<file path="config.mk">
export PLATFORM = sky130hd
export DESIGN_NAME = seq_magnitude_comparator
export DESIGN_NICKNAME = d
export VERILOG_FILES = /design/src/rtl/seq_magnitude_comparator.sv
export SDC_FILE = /design/constraint.sdc
export NUM_CORES = 1
export LEC_CHECK = 0
export CAP_MARGIN = 20
export CORE_MARGIN = 2
export CORE_UTILIZATION = 53
export DETAILED_ROUTE_END_ITERATION = 10
export PLACE_DENSITY = 0.84
export RECOVER_POWER = 100
export SLEW_MARGIN = 10
export SYNTH_ARGS = -nofsm -noshare
export SYNTH_HDL_FRONTEND = slang
export SYNTH_SLANG_ARGS = --single-unit
</file>
<file path="constraint.sdc">
create_clock -name clk -period 6.1 [get_ports clk]
set_input_delay 1.22 -clock clk [delete_from_list [all_inputs] [get_ports clk]]
set_output_delay 1.22 -clock clk [all_outputs]
set_load 0.005 [all_outputs]
</file>
<file path="src/rtl/seq_magnitude_comparator.sv">
// Multi-cycle magnitude comparator.
// Walks both operands one DIGIT-wide slice per cycle from the most-significant
// end and stops at the first slice that differs. Signed mode flips the sign
// bit of both operands on load (offset binary), so the same unsigned slice
// compare gives the two's-complement ordering.
module seq_magnitude_comparator #(
    parameter int WIDTH = 16,
    parameter int DIGIT = 4
) (
    input  logic             clk,
    input  logic             rst_n,
    input  logic             start,
    input  logic             signed_mode,
    input  logic [WIDTH-1:0] A,
    input  logic [WIDTH-1:0] B,
    output logic             busy,
    output logic             done,
    output logic             AGreaterB,
    output logic             ALesserB,
    output logic             AEqualB
);

    localparam int N     = WIDTH / DIGIT;
    localparam int IDX_W = (N > 1) ? $clog2(N) : 1;
    localparam logic [IDX_W-1:0] LAST_IDX = IDX_W'(N - 1);

    typedef enum logic {
        IDLE,
        COMPARE
    } state_t;

    state_t           state, stateNext;
    logic [IDX_W-1:0] digitIdx, digitIdxNext;
    logic             busyNext, doneNext;
    logic             greaterNext, lesserNext, equalNext;
    logic             loadOps, shiftOps;

    // Operand copies; the digit under test is always the top DIGIT bits.
    logic [WIDTH-1:0] shiftA, shiftB;
    logic [WIDTH-1:0] mappedA, mappedB;
    logic [DIGIT-1:0] digA, digB;

    assign digA = shiftA[WIDTH-1 -: DIGIT];
    assign digB = shiftB[WIDTH-1 -: DIGIT];

    // Offset-binary mapping of the incoming operands when signed_mode is set.
    always_comb begin
        mappedA            = A;
        mappedB            = B;
        mappedA[WIDTH-1]   = A[WIDTH-1] ^ signed_mode;
        mappedB[WIDTH-1]   = B[WIDTH-1] ^ signed_mode;
    end

    // Next-state, handshake and result-flag decisions.
    always_comb begin
        stateNext    = state;
        digitIdxNext = digitIdx;
        busyNext     = 1'b0;
        doneNext     = 1'b0;
        greaterNext  = AGreaterB;
        lesserNext   = ALesserB;
        equalNext    = AEqualB;
        loadOps      = 1'b0;
        shiftOps     = 1'b0;
        unique case (state)
            IDLE: begin
                if (start) begin
                    loadOps      = 1'b1;
                    digitIdxNext = LAST_IDX;
                    busyNext     = 1'b1;
                    stateNext    = COMPARE;
                end
            end
            COMPARE: begin
                busyNext = 1'b1;
                if (digA != digB) begin
                    greaterNext = (digA > digB);
                    lesserNext  = (digA < digB);
                    equalNext   = 1'b0;
                    doneNext    = 1'b1;
                    busyNext    = 1'b0;
                    stateNext   = IDLE;
                end else if (digitIdx == '0) begin
                    greaterNext = 1'b0;
                    lesserNext  = 1'b0;
                    equalNext   = 1'b1;
                    doneNext    = 1'b1;
                    busyNext    = 1'b0;
                    stateNext   = IDLE;
                end else begin
                    digitIdxNext = digitIdx - 1'b1;
                    shiftOps     = 1'b1;
                end
            end
            default: stateNext = IDLE;
        endcase
    end

    // Control and result registers; reset aborts any compare in flight.
    always_ff @(posedge clk or negedge rst_n) begin
        if (!rst_n) begin
            state     <= IDLE;
            digitIdx  <= '0;
            busy      <= 1'b0;
            done      <= 1'b0;
            AGreaterB <= 1'b0;
            ALesserB  <= 1'b0;
            AEqualB   <= 1'b0;
        end else begin
            state     <= stateNext;
            digitIdx  <= digitIdxNext;
            busy      <= busyNext;
            done      <= doneNext;
            AGreaterB <= greaterNext;
            ALesserB  <= lesserNext;
            AEqualB   <= equalNext;
        end
    end

    // Operand shift registers: load on accept, move the next digit up on a tie.
    always_ff @(posedge clk) begin
        if (loadOps) begin
            shiftA <= mappedA;
            shiftB <= mappedB;
        end else if (shiftOps) begin
            shiftA <= shiftA << DIGIT;
            shiftB <= shiftB << DIGIT;
        end
    end

endmodule

</file>
==> run_results.csv <==
group,metric,value,unit
logic_synthesis,syn_nets,204,
logic_synthesis,yosysWarnings,0,
global_routing,grt_max_degree,31,
logic_synthesis,ys_top_cells_by_area,"edfxtp_1 (55%), nand2_1 (16%), dfrtp_1 (10%), ha_1 (3.6%), and2_1 (2.9%)",
setup_path,r2r-start,"state",
logic_synthesis,synth_cell_type_count,21,
outcome,outcome,"complete, but fails checks",
logic_synthesis,synth_top_area_share,55.3,%
cts,htreeDepth,2,
global_routing,grt_pass1_vias,1130,
routing,final_antenna_net_count,0,
floorplanning,die_area,3760,sq um
floorplanning,die_w,61.3,microns
setup_path,worstSetupEndpointType,"register",
setup_path,r2r_end,"shiftA[14]",
cts,clockBufferDepth,2,
logic_synthesis,syn_area_per_cell,10.7,sq um
finish,seq_area,1140,sq um
sta,drv_slew,31,
sta,clock_skew,4.94,ps
sta,worstMarginPinSlew,1680,ps
routing,firstDrtPassIters,4,
global_routing,grtUsageTotal,18.1,%
logic_synthesis,synth_cells,163,
sta,min_period,3760,ps
sta,worst_slack,2340,ps
setup_path,crit_required,6100,ps
floorplanning,core_region_area,3080,sq um
place,gp_congestion,0.741,
finish,final_common_cell,"nand2_1",
finish,mostFrequentLayoutCells,"nand2_1 (72), clkdlybuf4s50_1 (33), edfxtp_1 (32)",
cts,cts_resized,0,
cts,cts_hold_buf,0,
setup_path,r2r_cells,3,
logic_synthesis,synth_seq_cells,39,
finish,drive_above_1_share,4.39,%
routing,vias,1198,
sta,setup_tns,0,ps
logic_synthesis,synth_largest_area_cell,"edfxtp_1",
setup_path,reg2reg_slack,3170,ps
routing,drt_first_iter_violations,32,
floorplanning,ios,41,
finish,fin_nets,245,
min_path,hold_path_class,"register to register",
place,portBuffers,40,
place,hpwl,2190,microns
setup_path,cp_max_fo,27,
min_path,hp-start,"shiftB[4]",
sta,fmax,266,MHz
routing,totalWireLength,3010,microns
finish,syn2layout_area_growth,30.0,%
sta,min_period_over_period,61.7,%
routing,drc,0,
global_routing,gr-total-overflow,0,
job,drv_cap,1,
cts,insertion_delay,350,ps
min_path,holdPathEnd,"shiftB[8]",
global_routing,antenna_found_initial,0,
sta,hold_viol_final,0,
finish,antenna_cells,0,
finish,post-route-util,73.5,%
floorplanning,die_y,61.3,microns
power,peakVddDrop,0.215,mV
outcome,violations,"capacitance limit, slew limit",
setup_path,worst_setup_path_start_kind,"input pin",
cts,post-cts-setup-buffers,0,
place,pre_cts_ws,2420,ps
logic_synthesis,seq_area_frac_synth,65.3,%
cts,cts.clk_slew.worst_paths,120,ps
cts,cts_buffers,5,
floorplanning,rows,20,
power,leakagePower,0.963,nW
routing,wire_per_inst,12.1,microns
finish,multi_input_comb_area,531,sq um
routing,vias_per_cell,4.81,
cts,cts_tree,"built",
setup_path,arrival,3760,ps
cts,cts_root_buffer,"clkbuf_4",
sta,max_slew_margin,-12.3,%
min_path,min_delay_path_depth,2,
sta,setup_violations,0,
logic_synthesis,synth_area,1740,sq um
sta,rsz0062_at_grt,"false",
global_routing,grt_first_pass_wirelength,4640,microns
floorplanning,start_util,56.5,%
cts,clock-sinks,39,
finish,fillers,230,
power,powerDensity,300,nW/um^2
setup_path,worstSetupPathType,"input pin to register",
power breakdown:
| group | switching, mW | internal [mW] |
|---|---|---|
| clock | 0.0881 | 0.127 |
| sequential | 0.0144 | 0.334 |
| combinational | 0.0561 | 0.0585 |
| total | 0.159 | 0.520 |
final cells by class:
class                      count  area share, %
clock buffer                   5           1.66
clock inverter                 3           2.99
inverter                       8           1.33
multi-input combinational    109           23.5
sequential                    39           50.2
tap                           44           2.43
timing repair buffer          41           17.9
how the worst max path moves through the flow:
stage,startpoint,to,cells past startpoint
5_1_grt,start,shiftB[10],4
4_1_cts,start,shiftA[10],4
3_5_place_dp,start,shiftB[6],4
3_3_place_gp,start,shiftA[6],3
2_1_floorplan,start,shiftA[0],4
6_report,start,shiftA[14],4
worst max-delay path: stages:
cell	delay, ps
dlygate4sd3_1	600
nand2b_1	490
nand2_1	730
clkbuf_1	720
Yosys cell counts:
library cell and instances:
a21boi_0 1, a21oi_1 5, dfrtp_1 7, inv_1 8, nor2_2 1, nand2_1 72, mux2_2 1, nand2b_1 1
buf_2 6, nor2b_1 2, nand4_2 1, edfxtp_1 32, or3_1 1, xnor2_1 3, a31oi_1 1, o22ai_1 1
and2_1 8, ha_1 5, nor3_1 2, clkbuf_1 1, o21ai_0 4
state kept, by name (all words and copies together) (netlist names):
signal / flops
ALesserB: 1
done: 1
AGreaterB: 1
shiftB: 16
AEqualB: 1
shiftA: 16
state: 1
digitIdx: 2
per-layer routing:
| layer | routed length, microns | track usage [%] |
|---|---|---|
| met4 | 72 | 9.32 |
| met2 | 1510 | 31.5 |
| met3 | 241 | 6.51 |
| met1 | 1180 | 19.2 |
| met5 | 0 | 0 |
kinds of logic (layout without fill, tap and decap cells):
kind of cell | Yosys count | in the layout | synth area share (%)
AOI/OAI and AO/OA | 12 | 12 | 3.74
buffers and inverters | 15 | 57 | 3.67
muxes | 1 | 1 | 0.647
and+or+nand+nor | 88 | 88 | 21.5
DFF | 39 | 39 | 65.3
adders and majority gates | 5 | 5 | 3.60
xor gates and xnor gates | 3 | 3 | 1.51
stage by stage:
| step | hold slack, ps | std cells | power [mW] | instance area, sq um |
|---|---|---|---|---|
| after detailed placement | 501 | 241 | 0.479 | 2180 |
| final | 533 | 249 | 0.678 | 2260 |
| after global routing | 552 | 249 | 0.711 | 2260 |
| after CTS | 528 | 249 | 0.690 | 2280 |
| after floorplan | 491 | 163 | 0.420 | 1740 |
| after global placement | 494 | 240 | 0.468 | 2160 |
No activity file was read; power rests on OpenSTA's default activity.
